<file path="src/rtl/aes_128_in_loader.sv">
// Packs 4x32-bit words into 128-bit blocks, buffers two, issues one aes_in_en per block (push->issue 1 cycle).
// s_ready drops whenever both slots are full; one block in flight, HOLD waits out core restart.
module aes_128_in_loader #(
  parameter int unsigned TIMEOUT_CYCLES = 63
) (
  input  logic         clk,
  input  logic         kill,
  input  logic [31:0]  s_data,
  input  logic         s_valid,
  input  logic         s_last,
  output logic         s_ready,
  output logic         aes_in_en,
  output logic [127:0] aes_data,
  input  logic         aes_idle,
  input  logic         aes_out_en,
  output logic [1:0]   level,
  output logic         frame_err,
  output logic         timeout_err
);

  typedef enum logic [1:0] {ST_IDLE, ST_ISSUE, ST_BUSY, ST_HOLD} state_t;

  localparam logic [7:0] TMO_LIMIT = 8'(TIMEOUT_CYCLES);

  state_t              state_q;
  logic [1:0]          wc_q, wc_d;
  logic [95:0]         part_q, part_d;
  logic [1:0][127:0]   mem_q, mem_d;
  logic                wr_ptr_q, wr_ptr_d;
  logic                rd_ptr_q, rd_ptr_d;
  logic [1:0]          level_q, level_d;
  logic                frame_err_q, frame_err_d;
  logic                aes_in_en_q;
  logic [127:0]        aes_data_q;
  logic                timeout_err_q;
  logic [7:0]          tmo_cnt_q, tmo_cnt_d;
  logic [1:0]          hold_cnt_q;
  logic                accept, push, pop;

  assign s_ready = (level_q != 2'd2);
  assign accept  = s_valid & s_ready;
  assign pop     = (state_q == ST_ISSUE);

  always_comb begin
    wc_d        = wc_q;
    part_d      = part_q;
    frame_err_d = 1'b0;
    push        = 1'b0;
    if (accept) begin
      if (wc_q == 2'd3) begin
        push        = s_last;
        frame_err_d = ~s_last;
        wc_d        = 2'd0;
      end else if (s_last) begin
        frame_err_d = 1'b1;
        wc_d        = 2'd0;
      end else begin
        // Shift left so the first word ends up in the top slice.
        part_d = {part_q[63:0], s_data};
        wc_d   = wc_q + 2'd1;
      end
    end
  end

  always_comb begin
    mem_d    = mem_q;
    wr_ptr_d = wr_ptr_q;
    rd_ptr_d = rd_ptr_q;
    level_d  = level_q;
    if (push) begin
      mem_d[wr_ptr_q] = {part_q, s_data};
      wr_ptr_d        = ~wr_ptr_q;
    end
    if (pop) begin
      rd_ptr_d = ~rd_ptr_q;
    end
    case ({push, pop})
      2'b10:   level_d = level_q + 2'd1;
      2'b01:   level_d = level_q - 2'd1;
      default: level_d = level_q;
    endcase
  end

  always_ff @(posedge clk) begin
    if (kill) begin
      wc_q        <= 2'd0;
      part_q      <= '0;
      mem_q       <= '0;
      wr_ptr_q    <= 1'b0;
      rd_ptr_q    <= 1'b0;
      level_q     <= 2'd0;
      frame_err_q <= 1'b0;
    end else begin
      wc_q        <= wc_d;
      part_q      <= part_d;
      mem_q       <= mem_d;
      wr_ptr_q    <= wr_ptr_d;
      rd_ptr_q    <= rd_ptr_d;
      level_q     <= level_d;
      frame_err_q <= frame_err_d;
    end
  end

  // Saturating increment; "reaching the limit" means the next count equals it.
  always_comb begin
    tmo_cnt_d = (tmo_cnt_q == 8'hFF) ? tmo_cnt_q : tmo_cnt_q + 8'd1;
  end

  always_ff @(posedge clk) begin
    if (kill) begin
      state_q       <= ST_IDLE;
      aes_in_en_q   <= 1'b0;
      aes_data_q    <= '0;
      timeout_err_q <= 1'b0;
      tmo_cnt_q     <= 8'd0;
      hold_cnt_q    <= 2'd0;
    end else begin
      aes_in_en_q   <= 1'b0;
      timeout_err_q <= 1'b0;
      case (state_q)
        ST_IDLE: begin
          if (level_q != 2'd0 && !aes_idle) begin
            state_q     <= ST_ISSUE;
            aes_in_en_q <= 1'b1;
            aes_data_q  <= mem_q[rd_ptr_q];
          end
        end
        ST_ISSUE: begin
          state_q   <= ST_BUSY;
          tmo_cnt_q <= 8'd0;
        end
        ST_BUSY: begin
          if (aes_out_en) begin
            state_q    <= ST_HOLD;
            hold_cnt_q <= 2'd0;
          end else if (tmo_cnt_d == TMO_LIMIT) begin
            state_q       <= ST_IDLE;
            timeout_err_q <= 1'b1;
          end else begin
            tmo_cnt_q <= tmo_cnt_d;
          end
        end
        ST_HOLD: begin
          if (hold_cnt_q == 2'd2) begin
            state_q <= ST_IDLE;
          end else begin
            hold_cnt_q <= hold_cnt_q + 2'd1;
          end
        end
        default: state_q <= ST_IDLE;
      endcase
    end
  end

  assign aes_in_en   = aes_in_en_q;
  assign aes_data    = aes_data_q;
  assign level       = level_q;
  assign frame_err   = frame_err_q;
  assign timeout_err = timeout_err_q;

endmodule

</file>
<file path="config.mk">
export PLATFORM = sky130hd
export DESIGN_NAME = aes_128_in_loader
export DESIGN_NICKNAME = d
export VERILOG_FILES = /design/src/rtl/aes_128_in_loader.sv
export SDC_FILE = /design/constraint.sdc
export NUM_CORES = 1
export LEC_CHECK = 0
export ABC_CLOCK_PERIOD_IN_PS = 3200
export BUFFER_PORTS_ARGS = -buffer_cell sky130_fd_sc_hd__buf_2
export CORE_MARGIN = 2
export CORE_UTILIZATION = 45
export DETAILED_ROUTE_END_ITERATION = 7
export GPL_ROUTABILITY_DRIVEN = 1
export PLACE_DENSITY = 0.7
export SYNTH_ARGS = -nofsm -noshare
export SYNTH_HDL_FRONTEND = slang
export SYNTH_SLANG_ARGS = --single-unit
</file>
<file path="constraint.sdc">
create_clock -name clk -period 3.2 [get_ports clk]
set_input_delay 0.16 -clock clk [delete_from_list [all_inputs] [get_ports clk]]
set_output_delay 0.16 -clock clk [all_outputs]
set_load 0.03 [all_outputs]
</file>
==> metrics.log <==
[metrics] status: finished clean
[metrics] clock skew: roughly 0.02 ns
[metrics] most repeated cell in the gate-level netlist after synthesis: sky130_fd_sc_hd__nand2_1
[metrics] number of vias per cell: 5.36
[metrics] Worst Tran Pin Value: 1.03 ns
[metrics] max-cap violations: 0
[metrics] max-slew violation count: 0
[metrics] ratio of cells with drive above 1 in the final layout: 11.9%
[metrics] # IOs: 172
[metrics] Final Hold Violating Endpoints: 0
[metrics] portion of synthesized cell area occupied by the leading cell type: 53.6%
[metrics] Antenna Cells: 0
[metrics] share of synthesized flip-flops with an asynchronous set or reset: 0%
[metrics] Max Fclk: 0.443 GHz
[metrics] leading post-synthesis cells by cell area: sky130_fd_sc_hd__dfxtp_1, sky130_fd_sc_hd__nand2_1, sky130_fd_sc_hd__a21oi_1, sky130_fd_sc_hd__mux2i_1, sky130_fd_sc_hd__a211oi_1
[metrics] synthesized cell area: 18700 um^2
[metrics] number of antenna violations at the first check in global routing: 0
[metrics] Fillers: 3759
[metrics] Core Footprint: 40900 um^2
[metrics] CP max FO: 128
[metrics] power per cell area: 572 nW/um^2
[metrics] height of the chip: roughly 210 um
[metrics] static leakage: 0.00712 uW
[metrics] Distinct cells, synth: 47
[metrics] CTS tree: done
[metrics] master cell of the clock root buffer: sky130_fd_sc_hd__clkbuf_16
[metrics] clock buffers created by TritonCTS: 49
[metrics] area grow syn2layout: 16.5%
[metrics] Tot Pwr: 12500 uW
[metrics] via count: 15500
[metrics] hpwl dp: 30.8 mm
[metrics] Remaining DRCs: 0
[metrics] Synth Instances: 2235
[metrics] buffer depth of the longest clock path: 3
[metrics] Starting DRT DRC Count: 1060
[metrics] quantity of I/O buffers inserted on ports: 171
[metrics] maximum number of pins on one net before global-route repair: 152
[metrics] setup TNS: 0 ns
[metrics] synthesized net count: 2278
[metrics] latest clock arrival within the worst-skew pair: 0.56 ns
[metrics] setup slack on the worst flop-to-flop path: 0.94 ns
[metrics] data required time at the worst endpoint: 3.69 ns
[metrics] number of synthesized flops with an enable pin: 0
[metrics] min-delay worst type: input pin to flop
[metrics] path type of the worst setup path: flop to flop
[metrics] WL per Instance: 16.9 um
[metrics] sequential cell area fraction in the yosys report: between 50% and 60%
[metrics] critical path arrival: 2.74 ns
[metrics] remaining global-route overflow: 0
[metrics] most frequent cells after synthesis: sky130_fd_sc_hd__nand2_1, sky130_fd_sc_hd__dfxtp_1, sky130_fd_sc_hd__a21oi_1
[metrics] Row Count: 74
[metrics] wire length of the first global-routing pass: between 70 and 80 mm
[metrics] synthesized flop and latch total: 501
[metrics] post-route minimum period: 2.26 ns
[metrics] Final GP Congestion: roughly 0.82
[metrics] residual antenna-violating net count after detailed routing: 0
[metrics] level count of the clock H-tree: 2
[metrics] Die X: 208 um
[metrics] worst rel slew slack: 31.6%
[metrics] IR Drop Worst-Case VDD: 393 uV
[metrics] endpoints failing setup: 0
[metrics] number of nets in the finished design: between 2000 and 2500
[metrics] Avg Cell Area, Syn: about 8.4 um^2
[metrics] number of global-route vias before repair: 14500
[metrics] Die Area: 43200 um^2
[metrics] overall fraction of global-route tracks in use: 22.0%
[metrics] nature of the critical path startpoint: flop
[metrics] unrepaired setup endpoints after global routing: no
[metrics] Initial Util: 45.7%
[metrics] First-pass DRT Iterations: 7
[metrics] cell type contributing the most total cell area after synthesis: sky130_fd_sc_hd__dfxtp_1
[metrics] total routed wirelength: 49.0 mm
[metrics] Worst Setup End Kind: flop
[metrics] clock slew at reported path FFs: 0.06 ns
[metrics] Sink Count: 501
[metrics] crit share post-route: a little over two thirds
[metrics] Main synth FF type: sky130_fd_sc_hd__dfxtp_1
[metrics] yosys synthesis warning count: 0
[metal layers]
layer | share of wire (%) | GRT usage (%) | vias to the layer above
li1 | - | - | 7669
met1 | 43 | 29.0 | 7312
met2 | 48 | 36.8 | 453
met3 | 6.2 | 3.52 | 94
met4 | 3.4 | 7.58 | 0
met5 | 0 | 0 | -
[critical path, stage by stage, from the launching register on]
cell	delay [ns]
sky130_fd_sc_hd__dfxtp_1	0.36
sky130_fd_sc_hd__ha_1	0.25
sky130_fd_sc_hd__ha_1	0.22
sky130_fd_sc_hd__nand3_1	0.23
sky130_fd_sc_hd__nor2_4	0.18
sky130_fd_sc_hd__buf_12	0.44
sky130_fd_sc_hd__nand2_1	0.13
sky130_fd_sc_hd__a21oi_1	0.18
[where the power goes]
group          internal, uW  switching (uW)
combinational          90.2             213
sequential             6270            50.8
clock                  3480            2360
[cell families after synthesis]
| group | synth area share, % |
|---|---|
| AOI/OAI and AO/OA | 15.7 |
| xor gates and xnor gates | 0.234 |
| adders and majority gates | 0.334 |
| buffers and inverters | 4.30 |
| DFF | 53.6 |
| muxes | 7.01 |
| and+or+nand+nor | 18.9 |
[state kept, by name, summed over array words and instances, names as in the netlist]
signal and count:
timeout_err 1, part_q 96, tmo_cnt_q 8, aes_in_en 1, mem_q 256, level 2
hold_cnt_q 2, rd_ptr_q 1, wc_q 2, frame_err 1, state_q 2, wr_ptr_q 1
aes_data 128
[per-stage QoR]
| stage | hold slack, ns | instances | utilization (%) | instance area (um^2) | setup WS (ns) |
|---|---|---|---|---|---|
| 5_1_grt | 0.0831 | 2896 | 53.2 | 21800 | 0.801 |
| 3_5_place_dp | 0.428 | 2774 | 48.4 | 19800 | 1.03 |
| 6_report | 0.0343 | 2896 | 53.2 | 21800 | 0.941 |
| 2_1_floorplan | 0.296 | 2235 | - | 18700 | 1.19 |
| 4_1_cts | 0.0661 | 2896 | 53.2 | 21800 | 1.01 |
| 3_3_place_gp | 0.426 | 2774 | 48.4 | 19800 | 1.12 |
[worst paths after layout]
path / from / endpoint / depth (start not counted)
worst max register to register: wc_q[0] / mem_q[44] / 7
worst max-delay path: wc_q[0] / mem_q[44] / 7
worst min-delay path: kill / state_q[0] / 2
worst min register to register: mem_q[238] / mem_q[238] / 2
[cells in the final DEF, fill, tap and decap left out, types with 2 or more instances in the layout]
master                          netlist  layout
sky130_fd_sc_hd__nand3_1              2       2
sky130_fd_sc_hd__xnor2_1              3       3
sky130_fd_sc_hd__bufinv_16            0       3
sky130_fd_sc_hd__buf_2               72     170
sky130_fd_sc_hd__nor3_4               1       2
sky130_fd_sc_hd__dfxtp_1            501     500
sky130_fd_sc_hd__o21ai_0              5       5
sky130_fd_sc_hd__nor4_1               3       3
sky130_fd_sc_hd__buf_4                3       3
sky130_fd_sc_hd__nor2_4               0       2
sky130_fd_sc_hd__clkinv_4             0       2
sky130_fd_sc_hd__clkbuf_8             0      14
sky130_fd_sc_hd__xor2_1               2       2
sky130_fd_sc_hd__buf_12               0      14
sky130_fd_sc_hd__o211ai_1             2       2
sky130_fd_sc_hd__nand2b_1             3       3
sky130_fd_sc_hd__nor4_4               2       2
sky130_fd_sc_hd__a21oi_1            359     359
sky130_fd_sc_hd__a22oi_1              3       3
sky130_fd_sc_hd__mux2i_1            131     131
sky130_fd_sc_hd__nand4b_1             3       3
sky130_fd_sc_hd__a31oi_1              4       4
sky130_fd_sc_hd__clkinv_2             0       5
sky130_fd_sc_hd__a211oi_1           128     128
sky130_fd_sc_hd__ha_1                 5       5
sky130_fd_sc_hd__nor3_1               6       6
sky130_fd_sc_hd__nand2_1            717     717
sky130_fd_sc_hd__clkbuf_1           103      11
sky130_fd_sc_hd__dlygate4sd3_1        0      34
sky130_fd_sc_hd__clkbuf_16            0      51
sky130_fd_sc_hd__nor2_1             143     141
sky130_fd_sc_hd__nand4_1              4       4
sky130_fd_sc_hd__inv_1                6       6
[area by class of cell]
cell class / instances / area [um^2] / share of cell area, %
repair buffers: 222 / 1510 / 6.93
well taps: 532 / 666 / 3.06
clock inverters: 12 / 149 / 0.683
flip-flops and latches: 501 / 10000 / 46.0
clock buffers: 76 / 1510 / 6.93
inverters: 6 / 22.5 / 0.103
multi-input cells: 1547 / 7900 / 36.3
[what timing repair did]
item,4_1_cts,5_1_grt
hold endpoints to repair,98,0
gates resized for setup,0,0
hold buffers,34,0
endpoints found under the setup margin,0,0
buffers inserted,0,0
No activity file was read; power rests on OpenSTA's default activity.
